File: src/rtl/pcie_dma_credit_pkg.sv
// Shared definitions for the DMA buffered-beat link transmitter: state encoding,
// credit defaults and the counter-width helper.
package pcie_dma_credit_pkg;

    typedef enum logic {
        ST_INIT = 1'b0,
        ST_RUN  = 1'b1
    } state_e;

    localparam int DEF_CREDITS = 16;

    // Bits needed to hold values 0..val-1.
    function automatic int f_clog2(input int val);
        int r;
        r = 0;
        while ((1 << r) < val) r++;
        return r;
    endfunction

endpackage

File: src/rtl/pcie_dma_skid2.sv
// Two-entry valid/ready buffer. Input ready is a flop, so the upstream never
// sees a combinational path from the output side.
module pcie_dma_skid2 #(
    parameter int W = 8
) (
    input  logic         clk,
    input  logic         rst_n,
    input  logic         i_in_valid,
    input  logic [W-1:0] i_in_data,
    output logic         o_in_ready,
    output logic         o_out_valid,
    output logic [W-1:0] o_out_data,
    input  logic         i_out_ready
);

    logic [W-1:0] r_mem [2];
    logic         r_wr;
    logic         r_rd;
    logic [1:0]   r_cnt;
    logic         r_in_ready;

    logic         w_push;
    logic         w_pop;
    logic [1:0]   w_cnt_nxt;

    assign w_push      = i_in_valid & r_in_ready;
    assign w_pop       = o_out_valid & i_out_ready;
    assign o_in_ready  = r_in_ready;
    assign o_out_valid = (r_cnt != 2'd0);
    assign o_out_data  = r_mem[r_rd];

    always_comb begin
        w_cnt_nxt = r_cnt + {1'b0, w_push} - {1'b0, w_pop};
    end

    always_ff @(posedge clk or negedge rst_n) begin
        if (!rst_n) begin
            r_wr       <= 1'b0;
            r_rd       <= 1'b0;
            r_cnt      <= 2'd0;
            r_in_ready <= 1'b1;
        end else begin
            if (w_push) r_wr <= ~r_wr;
            if (w_pop)  r_rd <= ~r_rd;
            r_cnt      <= w_cnt_nxt;
            r_in_ready <= (w_cnt_nxt != 2'd2);
        end
    end

    // Payload storage needs no reset; occupancy alone says what is valid.
    always_ff @(posedge clk) begin
        if (w_push) r_mem[r_wr] <= i_in_data;
    end

endmodule

File: src/rtl/pcie_dma_credit_tx.sv
// Credit-flow-controlled transmitter for the DMA buffered-beat link.
// Optional statistics counters are built when PCIE_CREDIT_TX_STATS_EN is defined.
module pcie_dma_credit_tx
    import pcie_dma_credit_pkg::*;
#(
    parameter  int W       = 8,
    parameter  int CREDITS = DEF_CREDITS,
    localparam int CW      = f_clog2(CREDITS + 1)
) (
    input  logic          clk,
    input  logic          rst_n,
    input  logic          data_in_valid,
    input  logic [W-1:0]  data_in,
    output logic          data_in_ready,
    output logic          tx_valid,
    output logic [W-1:0]  tx_data,
    input  logic          credit_return,
    input  logic          credit_init,
    output logic [CW-1:0] credit_cnt,
    output logic          link_up,
    output logic          ovf_err
`ifdef PCIE_CREDIT_TX_STATS_EN
    ,
    output logic [31:0]   tx_beat_cnt,
    output logic [31:0]   credit_stall_cnt
`endif
);

    localparam logic [CW-1:0] CREDITS_C = CW'(CREDITS);

    state_e        r_state;
    state_e        w_state_nxt;
    logic          w_run;

    logic [CW-1:0] r_credit;
    logic [CW-1:0] w_credit_nxt;
    logic          w_ovf_set;
    logic          r_ovf;

    logic          r_tx_valid;
    logic [W-1:0]  r_tx_data;

    logic          w_skid_in_ready;
    logic          w_skid_valid;
    logic [W-1:0]  w_skid_data;
    logic          w_send;

    // FSM: state register
    always_ff @(posedge clk or negedge rst_n) begin
        if (!rst_n) r_state <= ST_INIT;
        else        r_state <= w_state_nxt;
    end

    // FSM: next state; RUN is only left through reset
    always_comb begin
        w_state_nxt = r_state;
        if (r_state == ST_INIT && credit_init) w_state_nxt = ST_RUN;
    end

    // FSM: outputs
    always_comb begin
        w_run   = (r_state == ST_RUN);
        link_up = w_run;
    end

    pcie_dma_skid2 #(.W(W)) u_skid (
        .clk         (clk),
        .rst_n       (rst_n),
        .i_in_valid  (data_in_valid & w_run),
        .i_in_data   (data_in),
        .o_in_ready  (w_skid_in_ready),
        .o_out_valid (w_skid_valid),
        .o_out_data  (w_skid_data),
        .i_out_ready (w_send)
    );

    assign data_in_ready = w_skid_in_ready & w_run;

    // Only the registered count gates a send; a same-cycle return is not usable yet.
    assign w_send = w_run & w_skid_valid & (r_credit != '0);

    always_comb begin
        w_credit_nxt = r_credit;
        w_ovf_set    = 1'b0;
        if (!w_run) begin
            if (credit_init) w_credit_nxt = CREDITS_C;
        end else if (credit_init) begin
            w_credit_nxt = CREDITS_C - CW'(w_send);
        end else if (credit_return && !w_send) begin
            if (r_credit == CREDITS_C) w_ovf_set    = 1'b1;
            else                       w_credit_nxt = r_credit + 1'b1;
        end else if (!credit_return && w_send) begin
            w_credit_nxt = r_credit - 1'b1;
        end
    end

    always_ff @(posedge clk or negedge rst_n) begin
        if (!rst_n) begin
            r_credit   <= '0;
            r_ovf      <= 1'b0;
            r_tx_valid <= 1'b0;
            r_tx_data  <= '0;
        end else begin
            r_credit   <= w_credit_nxt;
            r_ovf      <= r_ovf | w_ovf_set;
            r_tx_valid <= w_send;
            if (w_send) r_tx_data <= w_skid_data;
        end
    end

    assign credit_cnt = r_credit;
    assign ovf_err    = r_ovf;
    assign tx_valid   = r_tx_valid;
    assign tx_data    = r_tx_data;

`ifdef PCIE_CREDIT_TX_STATS_EN
    logic [31:0] r_beat_cnt;
    logic [31:0] r_stall_cnt;

    always_ff @(posedge clk or negedge rst_n) begin
        if (!rst_n) begin
            r_beat_cnt  <= '0;
            r_stall_cnt <= '0;
        end else begin
            if (w_send) r_beat_cnt <= r_beat_cnt + 32'd1;
            if (w_skid_valid && r_credit == '0 && r_stall_cnt != '1)
                r_stall_cnt <= r_stall_cnt + 32'd1;
        end
    end

    assign tx_beat_cnt      = r_beat_cnt;
    assign credit_stall_cnt = r_stall_cnt;
`endif

endmodule
File: config.mk
export PLATFORM = sky130hd
export DESIGN_NAME = pcie_dma_credit_tx
export DESIGN_NICKNAME = d
export VERILOG_FILES = /design/src/rtl/pcie_dma_credit_pkg.sv /design/src/rtl/pcie_dma_skid2.sv /design/src/rtl/pcie_dma_credit_tx.sv
export SDC_FILE = /design/constraint.sdc
export NUM_CORES = 1
export LEC_CHECK = 0
export BUFFER_PORTS_ARGS = -buffer_cell sky130_fd_sc_hd__clkbuf_2
export CORE_MARGIN = 1
export CORE_UTILIZATION = 31
export CTS_CLUSTER_DIAMETER = 100
export DETAILED_ROUTE_END_ITERATION = 7
export PLACE_DENSITY_LB_ADDON = 0.08
export SLEW_MARGIN = 20
export SYNTH_ARGS = -nofsm -noshare
export SYNTH_HDL_FRONTEND = slang
export SYNTH_HIERARCHICAL = 1
export SYNTH_SLANG_ARGS = --single-unit
File: constraint.sdc
create_clock -name clk -period 2.8 [get_ports clk]
set_input_delay 0.28 -clock clk [delete_from_list [all_inputs] [get_ports clk]]
set_output_delay 0.28 -clock clk [all_outputs]
set_load 0.03 [all_outputs]
==> impl_metrics.csv, run 1 <==
group,metric,value,unit
critical_path,critPathBufInv,0,
detailed_routing,dr.first_iter.drc_count,46,
clocking,cts-hold-fix-buffers,0,
synthesis,post-synth-top-count-cell,"nand2_1",
synthesis,yosysWarnings,6,
clocking,cts.sinks,37,
cells_and_area,stdcell_area,0.00204,mm^2
cells_and_area,final_nets,194,
power_and_ir_drop,ir_drop,466,uV
floorplanning,die_w,76.2,um
power_and_ir_drop,p_per_area,1280,mW/mm^2
critical_path,start_kind,"register",
synthesis,syn-num-nets,157,
floorplanning,boundaryPins,30,
detailed_routing,firstDrtPassIters,4,
clocking,cts.repair.resized,0,
timing,clock.fmax,0.402,GHz
synthesis,synth.area.top_cells,"dfrtp_1 29%, edfxtp_1 28%, nand2_1 7.0%",
global_route,grt_max_degree,22,
floorplanning,die_h,76.2,um
floorplanning,dieArea,0.00580,mm^2
floorplanning,initial_core_util,32.8,%
synthesis,synth-seq-cells,37,
synthesis,synthSimpleGateAreaFrac,15.6,%
timing,whs,-21.6,ps
critical_path,worst_setup_path_end_kind,"register",
detailed_routing,drc,0,
synthesis,synth.avg_cell_area,12.4,um^2
timing,fin_crit_sh,88.8,%
synthesis,synth_edf_count,16,
hold_path,hp-class,"in -> async",
global_route,grt_overflow_total,0,
timing,finalSetupViolCount,0,
synthesis,yosysTopAreaCell,"dfrtp_1",
clocking,cts_buffers,5,
place,postPlaceCellArea,0.00195,mm^2
floorplanning,core,0.00520,mm^2
critical_path,required,3010,ps
synthesis,yosysSeqAreaShare,59.1,%
cells_and_area,antenna_cells,0,
synthesis,yosysUniqueCellTypes,39,
detailed_routing,viasPerCell,4.79,
critical_path,cp_max_fo,6,
synthesis,synth_compound_area_share,9.46,%
global_route,grt_pass1_wl,6090,um
detailed_routing,num_vias,1179,
place,hpwl,2520,um
power_and_ir_drop,p_leak,0.873,nW
clocking,postCtsSetupBuffers,0,
timing,slew_headroom,47.6,%
critical_path,startpoint,"credit_cnt[1]",
clocking,root_buffer,"clkbuf_8",
timing,period_needed,2490,ps
clocking,clock_latency,290,ps
timing,worst_slew_pin_slew,783,ps
timing,rsz0062_at_grt,"no",
clocking,tritoncts,"built",
timing,finalSetupTns,0,ps
clocking,ctsLongestPathBuffers,2,
critical_path,critPathArrivalTime,2700,ps
clocking,clkTransAtPathRegs,70,ps
run_status,violations,"hold timing",
synthesis,synthCells,138,
synthesis,synth_area,0.00171,mm^2
critical_path,crit_family,"compound AO/OA/AOI/OAI gates",
detailed_routing,routed_wl,3550,um
timing,hold_viol,20,
detailed_routing,antenna_left,0,
run_status,status,"finished with violations",
place,portBuffers,29,
synthesis,synth_common_cells,"32 x nand2_1, 20 x dfrtp_1, 16 x edfxtp_1",
synthesis,synth_top_area_share,29.3,%
synthesis,synthXorXnorAreaFrac,3.60,%
synthesis,synthFlopType,"dfrtp_1",
cells_and_area,drive_gt1_share,31.3,%
detailed_routing,wl_per_cell,14.4,um
critical_path,crit_path_frequent_cell,"a21oi_1",
floorplanning,rows,26,
synthesis,synth_top_family_by_area,"simple AND/OR/NAND/NOR gates",
global_route,grt_pass1_vias,1221,
synthesis,synthAdderAreaFrac,4.84,%
critical_path,max_stage_delay,490,ps
synthesis,async_flop_share,56.8,%
clocking,htree_levels,2,
critical_path,crit_path_top_delay_cell,"fa_1",
cells_and_area,syn2layout_area_growth,19.4,%
synthesis,yosys-mux-area-fraction,6.46,%
global_route,grt_usage,13.8,%
critical_path,path_cells,"nor4_2 -> a31oi_1 -> fa_1 -> a21o_1 -> a21oi_1 -> xnor2_1 -> a21oi_1 -> a2bb2oi_1",
place,place_congestion,0.693,
timing,slew_viol_final,0,
global_route,antenna_found_initial,0,
critical_path,path_class,"reg -> reg",
run,max-cap-violations,0,
timing,skew,5.53,ps
critical_path,r2r_start,"credit_cnt[1]",
[report_power, final]
part           switching, mW  internal [mW]  total, mW
clock                  0.193          0.172      0.365
sequential             0.170          0.782      0.952
combinational          0.774          0.512       1.29
total                   1.14           1.47       2.60
[metrics by stage]
step	setup WS (ps)	total power [mW]	hold slack, ps	instances	util, %
after floorplan	206	1.89	-15.6	138	-
after global placement	399	2.22	311	238	37.5
after detailed placement	313	2.26	328	238	37.5
after CTS	310	2.64	11.3	246	39.1
after global routing	71.1	2.84	14.1	246	39.1
final	313	2.60	-21.6	246	39.1
[registers in the layout, summed over array words and instances (netlist names)]
register	flops
credit_cnt	5
link_up	1
ovf_err	1
tx_data	8
tx_valid	1
u_skid/o_in_ready	1
u_skid/r_cnt	2
u_skid/r_mem	16
u_skid/r_rd	1
u_skid/r_wr	1
[final cells by class]
cell class	count	area, um^2
multi-input cells	97	681
well taps	70	87.6
clock buffers	5	68.8
flip-flops and latches	37	1010
fillers	540	3170
clock inverters	3	17.5
repair buffers	32	168
inverters	2	7.51
[kinds of logic after synthesis]
| group | after synthesis |
|---|---|
| AOI/OAI and AO/OA | 20 |
| adders and majority gates | 6 |
| DFF | 37 |
| and+or+nand+nor | 54 |
| buffers and inverters | 4 |
| muxes | 10 |
| xor gates and xnor gates | 7 |
[final timing paths]
| kind | end | slack [ps] | cells after the start |
|---|---|---|---|
| worst max-delay path | credit_cnt[4] | 310 | 8 |
| worst min-delay path | tx_data[4] | -20 | 1 |
| worst max register to register | credit_cnt[4] | 310 | 8 |
| worst min register to register | tx_data[4] | 470 | 2 |
| max in group asynchronous | credit_cnt[4] | 2430 | 1 |
| min in group clk | u_skid/r_mem[0][4] | 180 | 1 |
[placed cells by master (no fill, tap or decap), types with 3 or more instances in the layout]
cell	instances
nand2_1	32
clkbuf_2	29
dfrtp_1	20
edfxtp_1	16
mux2_2	8
ha_1	5
clkbuf_8	5
o21ai_0	4
nor2_1	4
xnor2_1	4
nand2b_1	3
nor4b_1	3
a21oi_1	3
xor2_1	3
buf_4	3
[layer usage]
metal	global-route usage [%]	vias to the layer above	wire, um
met5	0	-	0
met4	6.35	0	74
met3	3.35	7	132
met2	23.2	26	1770
met1	16.6	582	1570
li1	-	564	-
(Power assumes the default switching activity.)
==> run 2: changes to the inputs <==
Settings changed: REMOVE_ABC_BUFFERS set to 1.
==> run 2 against run 1 <==
Against the previous run: sequential share of layout area shrank 1.0 points; count of clock-buffer cells in the layout grew 1; the flow now finishes without violations; hold slack gained 210 ps; combinational power is essentially flat; fmax grew 7.4%; die area is the same; sequential power is essentially flat; highest routed layer unchanged.
==> impl_metrics.csv, run 2 (same netlist as run 1, synthesis figures left out) <==
group,metric,value,unit
place,portBuffers,29,
timing,clock.fmax,0.432,GHz
floorplanning,die_h,76.2,um
cells_and_area,syn2layout_area_growth,21.9,%
place,place_congestion,0.747,
detailed_routing,num_vias,1136,
critical_path,path_cells,"or2_2 -> a21boi_0 -> a31oi_1 -> fa_1 -> a21o_1 -> a21oi_1 -> xnor2_1 -> a21oi_1 -> a2bb2oi_1",
floorplanning,rows,26,
timing,hold_viol,0,
timing,finalSetupViolCount,0,
power_and_ir_drop,power,2.68,mW
clocking,htree_levels,2,
floorplanning,boundaryPins,30,
timing,slew_viol_final,0,
clocking,ctsLongestPathBuffers,2,
hold_path,hold_start,"data_in[2]",
detailed_routing,viasPerCell,4.58,
detailed_routing,firstDrtPassIters,4,
critical_path,start_kind,"register",
critical_path,max_stage_delay,430,ps
global_route,antenna_found_initial,0,
critical_path,crit_path_top_delay_cell,"fa_1",
global_route,grt_pass1_wl,5400,um
cells_and_area,largest_register_ffs,16,
clocking,cts.sinks,37,
run_status,status,"complete, no violations",
clocking,cts_buffers,5,
critical_path,startpoint,"u_skid/r_cnt[1]",
detailed_routing,drc,0,
detailed_routing,met3_length,127,um
global_route,grt_usage,12.4,%
global_route,grt_pass1_vias,1105,
cells_and_area,drive_gt1_share,31.5,%
detailed_routing,dr.first_iter.drc_count,24,
detailed_routing,met2_length,1660,um
cells_and_area,antenna_cells,0,
hold_path,hp-class,"in -> reg",
critical_path,crit_path_frequent_cell,"a21oi_1",
cells_and_area,final_nets,196,
power_and_ir_drop,p_leak,0.891,nW
clocking,clkTransAtPathRegs,80,ps
critical_path,path_class,"reg -> reg",
floorplanning,core,0.00520,mm^2
global_route,grt_overflow_total,0,
clocking,root_buffer,"clkbuf_8",
cells_and_area,regMostFlops,"u_skid/r_mem",
place,hpwl,2310,um
timing,slew_headroom,49.6,%
critical_path,required,2980,ps
critical_path,critPathArrivalTime,2490,ps
detailed_routing,dr.max_layer_used,"met4",
detailed_routing,wl_per_cell,13.3,um
critical_path,cp_max_fo,6,
timing,rsz0062_at_grt,"no",
power_and_ir_drop,ir_drop,517,uV
clocking,tritoncts,"built",
run,max-cap-violations,0,
timing,period_needed,2320,ps
clocking,clock_latency,290,ps
detailed_routing,routed_wl,3300,um
timing,finalSetupTns,0,ps
cells_and_area,final_common_cell,"nand2_1",
global_route,grt_max_degree,22,
detailed_routing,antenna_left,0,
timing,skew,7.66,ps
floorplanning,die_w,76.2,um
critical_path,worst_setup_path_end_kind,"register",
floorplanning,dieArea,0.00580,mm^2
critical_path,r2r_start,"u_skid/r_cnt[1]",
timing,worst_slew_pin_slew,753,ps
cells_and_area,final_cell_mix,"32 x nand2_1, 29 x clkbuf_2, 20 x dfrtp_1",
floorplanning,initial_core_util,32.8,%
timing,fin_crit_sh,82.7,%
power_and_ir_drop,p_per_area,1290,mW/mm^2
detailed_routing,wl_met1,1460,um
[run 2: cell count changes in the layout (fill, tap and decap cells not counted)]
cell / before / now
buf_4: 3 / 4
bufinv_16: 0 / 1
clkbuf_1: 0 / 1
clkinv_1: 2 / 1
clkinv_2: 1 / 0
dlygate4sd3_1: 0 / 1
[run 2: area by class of cell]
type | count | area, um^2
repair buffers | 34 | 185
clock inverters | 2 | 38.8
flip-flops and latches | 37 | 1010
fillers | 523 | 3130
clock buffers | 6 | 72.6
multi-input cells | 97 | 681
well taps | 70 | 87.6
inverters | 2 | 7.51
[run 2: timing repair]
action	4_1_cts	5_1_grt
hold buffers	1	0
hold endpoints to repair	20	0
gates resized for setup	0	0
setup buffers	0	0
[run 2: worst paths after layout]
check                                     end  slack, ps  cells past startpoint
setup / recovery                credit_cnt[4]        480                      9
hold / removal             u_skid/r_mem[1][2]        180                      1
setup reg to reg                credit_cnt[4]        480                      9
hold reg to reg                       ovf_err        470                      1
max in group asynchronous   u_skid/o_in_ready       1920                      2
min in group asynchronous             link_up        500                      2
[run 2: through the flow]
stage / utilization, % / std cells / worst slack [ps] / hold WS [ps] / area [um^2]
final: 40.0 / 248 / 484 / 184 / 2080
after global routing: 40.0 / 248 / 270 / 169 / 2080
after CTS: 40.0 / 248 / 460 / 173 / 2080
after detailed placement: 37.6 / 239 / 483 / 295 / 1960
after global placement: 37.6 / 239 / 497 / 294 / 1960
after floorplan: - / 136 / 202 / -15.6 / 1700
[run 2: routing by layer]
layer / vias to the layer above / global-route usage [%]
li1: 570 / -
met1: 542 / 14.3
met2: 20 / 21.0
met3: 4 / 4.07
met4: 0 / 5.19
met5: - / 0
[run 2: where the power goes]
part / switching [mW] / internal [mW] / total [mW]
clock: 0.190 / 0.267 / 0.458
combinational: 0.754 / 0.516 / 1.27
sequential: 0.173 / 0.782 / 0.955
total: 1.12 / 1.57 / 2.68
[run 2: critical path, delay by kind of cell, from the launching register on]
family | cells | cell delay (ps)
AO/OA/AOI/OAI | 6 | 840
XOR/XNOR | 1 | 160
adder cells (fa/ha/maj) | 1 | 430
flip-flops | 1 | 410
AND/OR/NAND/NOR | 1 | 370
==> run 3: changes to the inputs <==
Clock period 2.8 ns to 2.35 ns, I/O delays scaled along.
==> run 3 against run 2 <==
Against the previous run: cell area rose by 4.6%; clock skew up 2.7 ps; via count rose by 5.3%; count of clock-buffer cells in the layout unchanged; clock power is 18% higher; power up 26%; die area stayed put; combinational power increased by 37%.
==> impl_metrics.csv, run 3 (same netlist as run 1, synthesis figures left out) <==
group,metric,value,unit
place,hpwl,2460,um
critical_path,critPathArrivalTime,2370,ps
place,place_congestion,0.779,
detailed_routing,antenna_left,0,
floorplanning,die_h,76.2,um
power_and_ir_drop,seqPwrFrac,32.5,%
critical_path,required,2530,ps
critical_path,r2r_end,"credit_cnt[4]",
critical_path,crit_family,"compound AO/OA/AOI/OAI gates",
clocking,clock_latency,290,ps
critical_path,rrSetupSlack,150,ps
cells_and_area,largest_register_ffs,16,
global_route,grt_overflow_total,0,
hold_path,hp-class,"in -> reg",
power_and_ir_drop,pwr-share-comb,51.5,%
critical_path,worst-path-stages,9,
global_route,grt_usage,13.0,%
floorplanning,core,0.00520,mm^2
detailed_routing,firstDrtPassIters,4,
timing,period_needed,2200,ps
timing,slew_headroom,62.4,%
timing,clock.fmax,0.456,GHz
global_route,grtUsageMet3,4.07,%
floorplanning,die_w,76.2,um
run_status,status,"complete, no violations",
critical_path,crit_path_top_delay_cell,"dfrtp_1",
critical_path,crit_end,"credit_cnt[4]",
floorplanning,initial_core_util,32.8,%
timing,whs,136,ps
clocking,tritoncts,"built",
detailed_routing,drc,0,
run,max-cap-violations,0,
cells_and_area,drive_gt1_share,37.6,%
floorplanning,boundaryPins,30,
place,dp.cells,247,
power_and_ir_drop,power,3.38,mW
power_and_ir_drop,p_int,1.98,mW
global_route,grt_pass1_vias,1166,
power_and_ir_drop,p_per_area,1560,mW/mm^2
floorplanning,rows,26,
power_and_ir_drop,p_leak,0.932,nW
critical_path,critPathBufInv,0,
timing,fin_crit_sh,93.4,%
critical_path,cp_max_fo,4,
place,pre_cts_ws,26.5,ps
clocking,cts_buffers,5,
critical_path,max_stage_delay,400,ps
clocking,ctsLongestPathBuffers,2,
cells_and_area,final_cell_mix,"32 x nand2_1, 29 x clkbuf_2, 20 x dfrtp_1",
place,portBuffers,29,
timing,skew,10.4,ps
global_route,grt_max_degree,22,
timing,slew_viol_final,0,
clocking,postCtsSetupBuffers,0,
critical_path,path_class,"reg -> reg",
global_route,met2_usage,22.9,%
critical_path,rr_worst_depth,9,
global_route,antenna_found_initial,0,
detailed_routing,routed_wl,3470,um
detailed_routing,num_vias,1196,
clocking,cts.sinks,37,
detailed_routing,dr.first_iter.drc_count,41,
clocking,root_buffer,"clkbuf_8",
power_and_ir_drop,power.switching,1.41,mW
timing,finalSetupViolCount,0,
timing,setup_ws,155,ps
cells_and_area,final_nets,204,
clocking,htree_levels,2,
critical_path,r2r_start,"u_skid/r_cnt[0]",
critical_path,worst_setup_path_end_kind,"register",
clocking,clkTransAtPathRegs,80,ps
critical_path,path_cells,"or2_2 -> a21boi_1 -> a31oi_2 -> fa_2 -> a21o_1 -> a21oi_2 -> xnor2_1 -> a21oi_1 -> a2bb2oi_1",
cells_and_area,fin_cells,256,
power_and_ir_drop,switching_share,41.6,%
cells_and_area,antenna_cells,0,
cells_and_area,final_common_cell,"nand2_1",
detailed_routing,viasPerCell,4.67,
global_route,busiest_layer,"met2",
power_and_ir_drop,ir_drop,455,uV
critical_path,start_kind,"register",
global_route,met1_usage,14.2,%
cells_and_area,syn2layout_area_growth,27.6,%
timing,finalSetupTns,0,ps
critical_path,startpoint,"u_skid/r_cnt[0]",
cells_and_area,regMostFlops,"u_skid/r_mem",
power_and_ir_drop,p_clk_share,15.9,%
floorplanning,dieArea,0.00580,mm^2
timing,worst_slew_pin_slew,565,ps
timing,hold_viol,0,
detailed_routing,wl_per_cell,13.5,um
global_route,grt_pass1_wl,5770,um
## run 3: repair_timing
action	CTS	global route
endpoints found under the hold margin	20	0
setup endpoints to repair	0	2
hold buffers	1	0
resized for setup	0	8
## run 3: worst min-delay path by stage
| stage | to | start | cells after the start |
|---|---|---|---|
| 6_report | u_skid/r_mem[1][3] | data_in[3] | 1 |
| 5_1_grt | u_skid/r_mem[0][3] | data_in[3] | 1 |
| 4_1_cts | u_skid/r_mem[1][3] | data_in[3] | 1 |
| 3_5_place_dp | ovf_err | rst_n | 1 |
| 3_3_place_gp | ovf_err | rst_n | 1 |
| 2_1_floorplan | credit_cnt[0] | rst_n | 0 |
## run 3: power groups by stage
stage / sequential (mW) / combinational [mW] / clock, mW
after floorplan: 1.36 / 0.877 / 0
after global placement: 1.10 / 1.66 / 0
final: 1.10 / 1.74 / 0.539
after CTS: 1.09 / 1.69 / 0.556
after detailed placement: 1.10 / 1.68 / 0
after global routing: 1.13 / 1.94 / 0.581
## run 3: metrics by stage
step	instance area (um^2)	util, %
2_1_floorplan	1700	-
3_3_place_gp	2020	38.8
3_5_place_dp	2020	38.8
4_1_cts	2140	41.1
5_1_grt	2180	41.8
6_report	2180	41.8
## run 3: metal layers
| layer | routed length (um) | up-vias | share of wire, % |
|---|---|---|---|
| met5 | 0 | - | 0 |
| li1 | - | 584 | - |
| met1 | 1400 | 571 | 40 |
| met4 | 69 | 0 | 2.0 |
| met2 | 1780 | 35 | 51 |
| met3 | 219 | 6 | 6.3 |
## run 3: final cells by class
| type | count | area, um^2 |
|---|---|---|
| Fill cell | 522 | 3030 |
| Tap cell | 70 | 87.6 |
| Timing Repair Buffer | 42 | 245 |
| Sequential cell | 37 | 1010 |
| Clock buffer | 6 | 72.6 |
| Multi-Input combinational cell | 97 | 717 |
| Clock inverter | 2 | 38.8 |
| Inverter | 2 | 7.51 |
## run 3: worst register-to-register path, stage by stage, from the launching register on
cell and delay [ps]:
dfrtp_1 400, or2_2 300, a21boi_1 180, a31oi_2 100, fa_2 390, a21o_1 200
a21oi_2 150, xnor2_1 160, a21oi_1 100, a2bb2oi_1 130
